===== src/rtl/byte_accumulator.sv =====
// ---------------------------------------------------------------------------
// byte_accumulator
//   Sums each batch of COUNT 8-bit operands received over a valid/ready
//   input port and presents the 16-bit total on a valid/ready output port.
//   The low byte of the running sum goes through an 8-bit ripple adder
//   (submod). Its carry-out increments the high byte.
//
// Ports
//   clk        in   1   clock, all state updates on the rising edge
//   rst        in   1   asynchronous active-high reset
//   clear      in   1   synchronous batch abort (ignored while a total is held)
//   in_valid   in   1   in_data holds an operand
//   in_ready   out  1   an operand can be accepted this cycle
//   in_data    in   8   operand
//   out_valid  out  1   out_sum holds a completed batch total
//   out_ready  in   1   consumer takes out_sum this cycle
//   out_sum    out  16  batch total {hi, lo}
//   busy       out  1   batch started and not yet delivered
//
// All outputs come straight from flops. There is no combinational path from
// in_valid or out_ready to any output.
// ---------------------------------------------------------------------------

// 8-bit ripple-carry adder: out = a + b + c
module submod (
  input  logic [7:0] a,
  input  logic [7:0] b,
  input  logic       c,
  output logic [8:0] out
);

  // Bit-serial full-adder chain
  always_comb begin
    logic carry;
    carry = c;
    out   = 9'h000;
    for (int i = 0; i < 8; i++) begin
      out[i] = a[i] ^ b[i] ^ carry;
      carry  = (a[i] & b[i]) | (a[i] & carry) | (b[i] & carry);
    end
    out[8] = carry;
  end

endmodule

module byte_accumulator #(
  parameter int unsigned COUNT = 4
) (
  input  logic        clk,
  input  logic        rst,
  input  logic        clear,
  input  logic        in_valid,
  output logic        in_ready,
  input  logic [7:0]  in_data,
  output logic        out_valid,
  input  logic        out_ready,
  output logic [15:0] out_sum,
  output logic        busy
);

  localparam int unsigned CW = (COUNT < 2) ? 1 : $clog2(COUNT + 1);
  localparam logic [CW-1:0] LAST_CNT = CW'(COUNT - 1);

  typedef enum logic {
    ACC  = 1'b0,
    HOLD = 1'b1
  } state_t;

  state_t        state_q, state_d;
  logic [7:0]    lo_q, lo_d;
  logic [7:0]    hi_q, hi_d;
  logic [CW-1:0] cnt_q, cnt_d;
  logic          in_ready_q, in_ready_d;
  logic          out_valid_q, out_valid_d;
  logic [15:0]   out_sum_q, out_sum_d;
  logic          busy_q, busy_d;

  logic [8:0]    sum9;
  logic          accept;

  submod u_add (
    .a   (lo_q),
    .b   (in_data),
    .c   (1'b0),
    .out (sum9)
  );

  // in_ready_q is high only in ACC, so this already excludes the HOLD cycle
  assign accept = in_valid & in_ready_q;

  // Next-state and next-output logic
  always_comb begin
    state_d     = state_q;
    lo_d        = lo_q;
    hi_d        = hi_q;
    cnt_d       = cnt_q;
    in_ready_d  = in_ready_q;
    out_valid_d = out_valid_q;
    out_sum_d   = out_sum_q;
    busy_d      = busy_q;

    case (state_q)
      ACC: begin
        if (clear) begin
          // clear wins over a simultaneous operand
          lo_d   = 8'h00;
          hi_d   = 8'h00;
          cnt_d  = {CW{1'b0}};
          busy_d = 1'b0;
        end else if (accept) begin
          lo_d   = sum9[7:0];
          hi_d   = hi_q + {7'h00, sum9[8]};
          cnt_d  = cnt_q + {{(CW-1){1'b0}}, 1'b1};
          busy_d = 1'b1;
          if (cnt_q == LAST_CNT) begin
            state_d     = HOLD;
            in_ready_d  = 1'b0;
            out_valid_d = 1'b1;
            out_sum_d   = {hi_d, lo_d};
          end else begin
            state_d = ACC;
          end
        end else begin
          state_d = ACC;
        end
      end

      HOLD: begin
        // The total stays put until taken; clear cannot discard it
        if (out_ready) begin
          state_d     = ACC;
          lo_d        = 8'h00;
          hi_d        = 8'h00;
          cnt_d       = {CW{1'b0}};
          in_ready_d  = 1'b1;
          out_valid_d = 1'b0;
          out_sum_d   = 16'h0000;
          busy_d      = 1'b0;
        end else begin
          state_d = HOLD;
        end
      end

      default: begin
        state_d     = ACC;
        lo_d        = 8'h00;
        hi_d        = 8'h00;
        cnt_d       = {CW{1'b0}};
        in_ready_d  = 1'b1;
        out_valid_d = 1'b0;
        out_sum_d   = 16'h0000;
        busy_d      = 1'b0;
      end
    endcase
  end

  // State and output registers
  always_ff @(posedge clk or posedge rst) begin
    if (rst) begin
      state_q     <= ACC;
      lo_q        <= 8'h00;
      hi_q        <= 8'h00;
      cnt_q       <= {CW{1'b0}};
      in_ready_q  <= 1'b1;
      out_valid_q <= 1'b0;
      out_sum_q   <= 16'h0000;
      busy_q      <= 1'b0;
    end else begin
      state_q     <= state_d;
      lo_q        <= lo_d;
      hi_q        <= hi_d;
      cnt_q       <= cnt_d;
      in_ready_q  <= in_ready_d;
      out_valid_q <= out_valid_d;
      out_sum_q   <= out_sum_d;
      busy_q      <= busy_d;
    end
  end

  assign in_ready  = in_ready_q;
  assign out_valid = out_valid_q;
  assign out_sum   = out_sum_q;
  assign busy      = busy_q;

endmodule


===== config.mk =====
export PLATFORM = sky130hd
export DESIGN_NAME = byte_accumulator
export DESIGN_NICKNAME = d
export VERILOG_FILES = /design/src/rtl/byte_accumulator.sv
export SDC_FILE = /design/constraint.sdc
export NUM_CORES = 1
export LEC_CHECK = 0
export CORE_MARGIN = 1
export CORE_UTILIZATION = 50
export CTS_BUF_LIST = sky130_fd_sc_hd__clkbuf_8
export DETAILED_ROUTE_END_ITERATION = 10
export PLACE_DENSITY = 0.79
export REMOVE_ABC_BUFFERS = 1
export SLEW_MARGIN = 20
export SYNTH_ARGS = -nofsm -noshare
export SYNTH_HDL_FRONTEND = slang
export SYNTH_SLANG_ARGS = --single-unit

===== constraint.sdc =====
create_clock -name clk -period 4.5 [get_ports clk]
set_clock_uncertainty 0.15 [all_clocks]
set_input_delay 1.125 -clock clk [delete_from_list [all_inputs] [get_ports clk]]
set_output_delay 1.125 -clock clk [all_outputs]
set_load 0.05 [all_outputs]

==> key figures, run 1 <==
Status
  – Status: finished, violations left
  – Failing checks: negative setup slack

STA
  – Actual slew at the worst max-slew pin: 0.956 ns
  – Tcrit/Tclk final: 103%
  – Final hold slack: 0.328 ns
  – Slew HR: 35.9%
  – Finish-stage setup viols: 9
  – Final Max Slew Viols: 0
  – Peak Freq: 216 MHz
  – Final min period: 4.63 ns
  – Hold Vio Cnt, Final: 0
  – TNS Setup: -0.599 ns
  – RSZ-0062 raised after global routing: yes
  – Setup ws final: -0.131 ns

Placement
  – DP Area: 0.00230 sq mm
  – DP HPWL: 2760 microns
  – GP Congestion: 0.851
  – IO buf count: 31

Yosys
  – Yosys warning count: 0
  – Most area-consuming cells after synthesis: dfrtp_1 (49%), fa_1 (7.2%), mux2i_1 (5.1%)
  – Post-synth EDFFs: 0
  – Sequential share of the synthesized area: 50.0%
  – Mapped Area: 0.00195 sq mm
  – Synth area leader: dfrtp_1
  – Async S/R FF share, synth: 100%
  – Mapped Cells: 183
  – Cell variety after synth: 37
  – FF+latch count, synth: 39
  – Synth top area share: 48.7%
  – Synth Area per Inst: 10.7 sq um
  – Synth Flop Type: dfrtp_1

Power
  – Sequential Power Share: 37.4%
  – VDD IR-drop max: 286 uV
  – Pint: 770 uW
  – Power Dens Cells: 503 mW/mm^2
  – Net switching power: 507 uW
  – Logic pwr share: 42.4%
  – Lkg Pwr: 0.00116 uW
  – Switching part of the total: 39.7%
  – Clock Power Share: 20.2%

Die
  – DIE AREA: 0.00416 sq mm
  – Die H: 64.5 microns
  – Core area: 0.00372 sq mm
  – I/O pins: 32
  – DIE WIDTH: 64.5 microns
  – Row cnt: 22
  – Starting Density: 52.6%

GRT
  – Largest net degree at the start of global routing: 28
  – GRT Total Usage: 22.4%
  – Met1 usage: 28.3%
  – GRT overflow: 0
  – Vias in the first global route: 1506
  – Routing usage on met3: 4.93%
  – Initial antenna violation count: 0
  – Global-route wire length before repair: 6950 microns
  – Busiest grt layer: met2
  – Met2 Usage GRT: 37.5%

Critical path
  – Critical Path AT: 4.70 ns
  – Worst setup SP type: primary input
  – CP max FO: 3
  – Critical Path Sink Type: flop
  – Critical Path RT: 4.57 ns
  – CP Class: in2reg

Clocking
  – CTS buffer count: 5
  – CTS sink cnt: 39
  – CTS tree: yes
  – Htree depth: 2
  – Root Driver: clkbuf_8
  – Clock latency at the later pin of the worst-skew pair: 0.30 ns
  – Hold_buf cts: 0
  – Worst-path clk slew: 0.07 ns
  – CTS Buffer Depth: 2

Route
  – Iter 0 DRT Violations: 58
  – Wire length per cell: 16.1 microns
  – Detailed Route WL: 4260 microns
  – Drt via density: 5.59
  – # DRC: 0
  – DRT Pass-1 Iters: 4
  – Vias: 1477
  – Post-DRT Antenna Nets: 0

Hold path
  – Hold crit path type: reg2reg

Layout
  – Design area: 0.00254 sq mm
  – Proportion of layout cells with a drive suffix above 1: 20.8%
  – Layout area overhead: 30.0%
  – Final nets: 240
  – Inserted Diodes: 0
  – Most frequent cells in the layout: dfrtp_1 (38), clkdlybuf4s50_1 (28), nand2_1 (19)
  – Fill count: 271
  – Commonest non-fill, non-tap cell in the layout: dfrtp_1

Run
  – Max_cap viols: 0
[repair_timing]
item,in CTS,in global routing
endpoints found under the setup margin,18,17
pin swaps,12,10
gates resized for setup,36,8
setup buffers,0,2
[layer usage]
metal  vias to the layer above  share of wire (%)  wire length, microns
met4                         0                1.6                    68
met3                         9                3.8                   160
li1                        692                  -                     -
met5                         -                  0                     0
met1                       736                 42                  1800
met2                        40                 52                  2220
[critical path, stage by stage]
cell and delay (ns):
buf_6 0.08, ha_4 0.11, inv_2 0.03, fa_2 0.33, fa_2 0.35, fa_2 0.35, fa_2 0.34, fa_2 0.35
fa_2 0.35, fa_2 0.34, inv_2 0.07, ha_4 0.14, ha_4 0.15, nand2_4 0.05, or3_1 0.35, a31oi_1 0.16
[power by group through the flow]
stage,clock network (uW),logic [uW],registers [uW]
floorplan,0,178,648
global placement,0,507,476
detailed placement,0,516,482
CTS,260,545,477
global route,275,583,488
finish,258,542,478
[flip-flops by register name, summed over array words and instances (netlist names)]
| signal | count |
|---|---|
| hi_q | 8 |
| cnt_q | 3 |
| out_valid | 1 |
| busy | 1 |
| lo_q | 8 |
| in_ready | 1 |
| state_q | 1 |
| out_sum | 16 |
[Yosys cell counts (2+ instances only)]
master     n
a211oi_1   3
a22o_1     4
a22oi_1    2
a31oi_1    5
a41oi_1    3
and3_1     2
buf_2      2
buf_4      3
clkbuf_1   6
dfrtp_1   38
fa_1       7
ha_1       5
inv_1     21
mux2i_1   10
nand2_1   20
nand3_1   10
nor2_1     3
o21ai_0   11
o22ai_1    8
or3_1      2
xor2_1     2
[layout make-up]
class	instances	area [sq um]	area share (%)
multi-input combinational	111	961	37.9
clock buffer	7	96.3	3.79
inverter	21	78.8	3.10
timing repair buffer	37	362	14.2
tap	48	60.1	2.37
clock inverter	1	3.75	0.148
sequential	39	977	38.5
[kinds of logic (layout without fill, tap and decap cells)]
logic type | after synthesis | after routing | share of synthesized area (%)
compound gates | 41 | 41 | 14.3
xor+xnor | 3 | 3 | 1.35
fa+ha+maj | 12 | 12 | 10.4
buf+inv | 33 | 66 | 7.43
flops | 39 | 39 | 50.0
mux | 10 | 10 | 5.13
simple gates | 45 | 45 | 11.3
[metrics by stage]
step                std cells  total power, uW  utilization, %  setup WS (ns)
floorplan                 171              826               -         -0.673
global placement          254              983            62.0          -1.14
detailed placement        254              998            62.0          -1.27
CTS                       262             1280            67.7         -0.487
global route              264             1350            68.3         -0.229
finish                    264             1280            68.3         -0.131
[final timing paths]
| kind | cells past startpoint | endpoint | slack [ns] | from |
|---|---|---|---|---|
| worst min-delay path | 1 | cnt_q[0]$_DFFE_PP0P_ | 0.33 | cnt_q[0]$_DFFE_PP0P_ |
| max in group asynchronous | 3 | out_sum[9]$_DFFE_PP0P_ | 2.46 | rst |
| min in group asynchronous | 2 | lo_q[1]$_DFFE_PP0P_ | 1.10 | rst |
| worst max-delay path | 16 | out_sum[14]$_DFFE_PP0P_ | -0.13 | in_data[0] |
| worst min register to register | 1 | cnt_q[0]$_DFFE_PP0P_ | 0.33 | cnt_q[0]$_DFFE_PP0P_ |
| worst max register to register | 15 | out_sum[14]$_DFFE_PP0P_ | 0.31 | lo_q[0]$_DFFE_PP0P_ |
Note: power is estimated with default switching activity, not from simulation.
==> run 2, diff against run 1 <==
SETUP_SLACK_MARGIN = 0.5   (was default)
==> key figures, run 2 (synthesis gave the netlist of run 1 again) <==
Clocking
  – Htree depth: 2 (unchanged)
  – Clock latency at the later pin of the worst-skew pair: 0.29 ns (about the same)
  – CTS buffer count: 5 (unchanged)
  – Hold_buf cts: 0 (unchanged)
  – Worst-path clk slew: 0.07 ns (about the same)
  – CTS Buffer Depth: 2 (unchanged)
  – CTS sink cnt: 39 (unchanged)
  – Root Driver: clkbuf_8
  – CTS tree: yes

Critical path
  – CP Class: in2reg
  – Critical Path RT: 4.56 ns (about the same)
  – Critical Path Sink Type: flop
  – Largest stage delay, worst path: 0.35 ns (about the same)
  – Critical Path AT: 4.69 ns (about the same)
  – Slowest stage cell on the critical path: fa_2
  – Worst setup SP type: primary input
  – CP max FO: 3 (unchanged)
  – Most frequent CP cell: fa_2
  – Crit-path cells: buf_6, ha_4, inv_2, fa_2, fa_2, fa_2, fa_2, fa_2, fa_2, fa_2, inv_2, ha_4, ha_4, nand2_4, or3_1, a31oi_1

Layout
  – Layout area overhead: 30.3%
  – Final nets: 240 (unchanged)
  – Commonest non-fill, non-tap cell in the layout: dfrtp_1
  – Final Non-Filler Cells: 264 (unchanged)
  – Final Util: 68.5% (+0.17 points)
  – Proportion of layout cells with a drive suffix above 1: 21.3% (+0.46 points)
  – Most frequent cells in the layout: dfrtp_1 (38), clkdlybuf4s50_1 (28), nand2_1 (19)
  – Fill count: 270 (-0.37%)
  – Max reg flops: 16 (unchanged)
  – Inserted Diodes: 0 (unchanged)

Route
  – Detailed Route WL: 4260 microns (about the same)
  – DRT Pass-1 Iters: 4 (unchanged)
  – # DRC: 0 (unchanged)
  – Vias: 1495 (+1.2%)
  – Drt via density: 5.66 (+1.2%)
  – Iter 0 DRT Violations: 69 (+19%)
  – Post-DRT Antenna Nets: 0 (unchanged)
  – Wire length per cell: 16.1 microns (about the same)

STA
  – Actual slew at the worst max-slew pin: 0.983 ns (+0.0265 ns)
  – Finish-stage setup viols: 9 (unchanged)
  – Final Max Slew Viols: 0 (unchanged)
  – Slew HR: 34.2% (-1.6 points)
  – TNS Setup: -0.589 ns (+0.00990 ns)
  – Tcrit/Tclk final: 103% (about the same)
  – Final min period: 4.63 ns (-0.00215 ns)
  – Final hold slack: 0.326 ns (-0.00202 ns)
  – RSZ-0062 raised after global routing: yes
  – Setup ws final: -0.129 ns (+0.00215 ns)
  – Peak Freq: 216 MHz (about the same)
  – Hold Vio Cnt, Final: 0 (unchanged)

Power
  – Clock Power Share: 20.1% (about the same)
  – VDD IR-drop max: 280 uV (-2.1%)
  – Sequential Power Share: 37.3% (about the same)
  – Power Dens Cells: 503 mW/mm^2 (about the same)
  – Logic pwr share: 42.6% (+0.2 points)
  – Overall Power: 1280 uW (+0.29%)
  – Pint: 773 uW (+0.31%)
  – Lkg Pwr: 0.00116 uW (+0.14%)
  – Net switching power: 508 uW (+0.26%)
  – Switching part of the total: 39.7% (about the same)

Die
  – Row cnt: 22 (unchanged)
  – DIE WIDTH: 64.5 microns (unchanged)
  – Die H: 64.5 microns (unchanged)
  – Core area: 0.00372 sq mm (unchanged)
  – Starting Density: 52.6% (unchanged)
  – I/O pins: 32 (unchanged)
  – DIE AREA: 0.00416 sq mm (unchanged)

GRT
  – Global-route wire length before repair: 6950 microns (unchanged)
  – Met2 Usage GRT: 37.5% (unchanged)
  – GRT overflow: 0 (unchanged)
  – Largest net degree at the start of global routing: 28 (unchanged)
  – Initial antenna violation count: 0 (unchanged)
  – Met1 usage: 28.3% (unchanged)
  – Busiest grt layer: met2
  – Vias in the first global route: 1506 (unchanged)
  – GRT Total Usage: 22.4% (unchanged)
  – Routing usage on met3: 4.93% (unchanged)

Placement
  – IO buf count: 31 (unchanged)
  – Placed insts: 254 (unchanged)
  – DP HPWL: 2760 microns (unchanged)
  – GP Congestion: 0.851 (unchanged)

Hold path
  – Hold crit path type: reg2reg

Status
  – Failing checks: negative setup slack
  – Status: finished, violations left

Run
  – Max_cap viols: 0 (unchanged)
## run 2: cell counts in the layout (fill, tap and decap cells not counted)
No cell type changed its count.
## run 2: per-layer routing
metal	up-vias	share of wire, %
li1	694	-
met1	741	41
met2	53	52
met3	7	4.7
met4	0	1.6
met5	-	0
## run 2: critical path: cells and delay by family
| kind | cells | cell delay (ns) |
|---|---|---|
| compound gates | 1 | 0.16 |
| fa+ha+maj | 10 | 2.81 |
| buf+inv | 3 | 0.18 |
| simple gates | 2 | 0.40 |
## run 2: area by class of cell
class	instances	area, sq um	share of cell area, %
clock buffer	7	96.3	3.79
clock inverter	1	3.75	0.147
inverter	21	78.8	3.10
multi-input combinational	111	967	38.0
sequential	39	977	38.4
tap	48	60.1	2.36
timing repair buffer	37	362	14.2
## run 2: final timing paths
check	start	to	slack (ns)	depth (start not counted)
worst min-delay path	cnt_q[0]$_DFFE_PP0P_	cnt_q[0]$_DFFE_PP0P_	0.33	1
min in group asynchronous	rst	lo_q[1]$_DFFE_PP0P_	1.10	2
worst max-delay path	in_data[0]	out_sum[14]$_DFFE_PP0P_	-0.13	16
max in group asynchronous	rst	out_sum[9]$_DFFE_PP0P_	2.45	3
worst max register to register	lo_q[0]$_DFFE_PP0P_	out_sum[14]$_DFFE_PP0P_	0.32	15
worst min register to register	cnt_q[0]$_DFFE_PP0P_	cnt_q[0]$_DFFE_PP0P_	0.33	1
## run 2: what timing repair did
item                                    in CTS  in global routing
setup buffers                                0                  2
pin swaps                                   13                 11
resized for setup                           36                  9
endpoints found under the setup margin      20                 20
## run 2: metrics by stage
stage / instance area (sq um) / setup WS (ns)
floorplan: 1890 / -0.673
CTS: 2520 / -0.487
global placement: 2300 / -1.14
detailed placement: 2300 / -1.27
finish: 2540 / -0.129
global route: 2540 / -0.229
## run 2: power groups by stage
stage,sequential (uW),combinational [uW],clock [uW]
5_1_grt,488,588,275
4_1_cts,477,545,260
3_5_place_dp,482,516,0
2_1_floorplan,648,178,0
3_3_place_gp,476,507,0
6_report,478,546,257
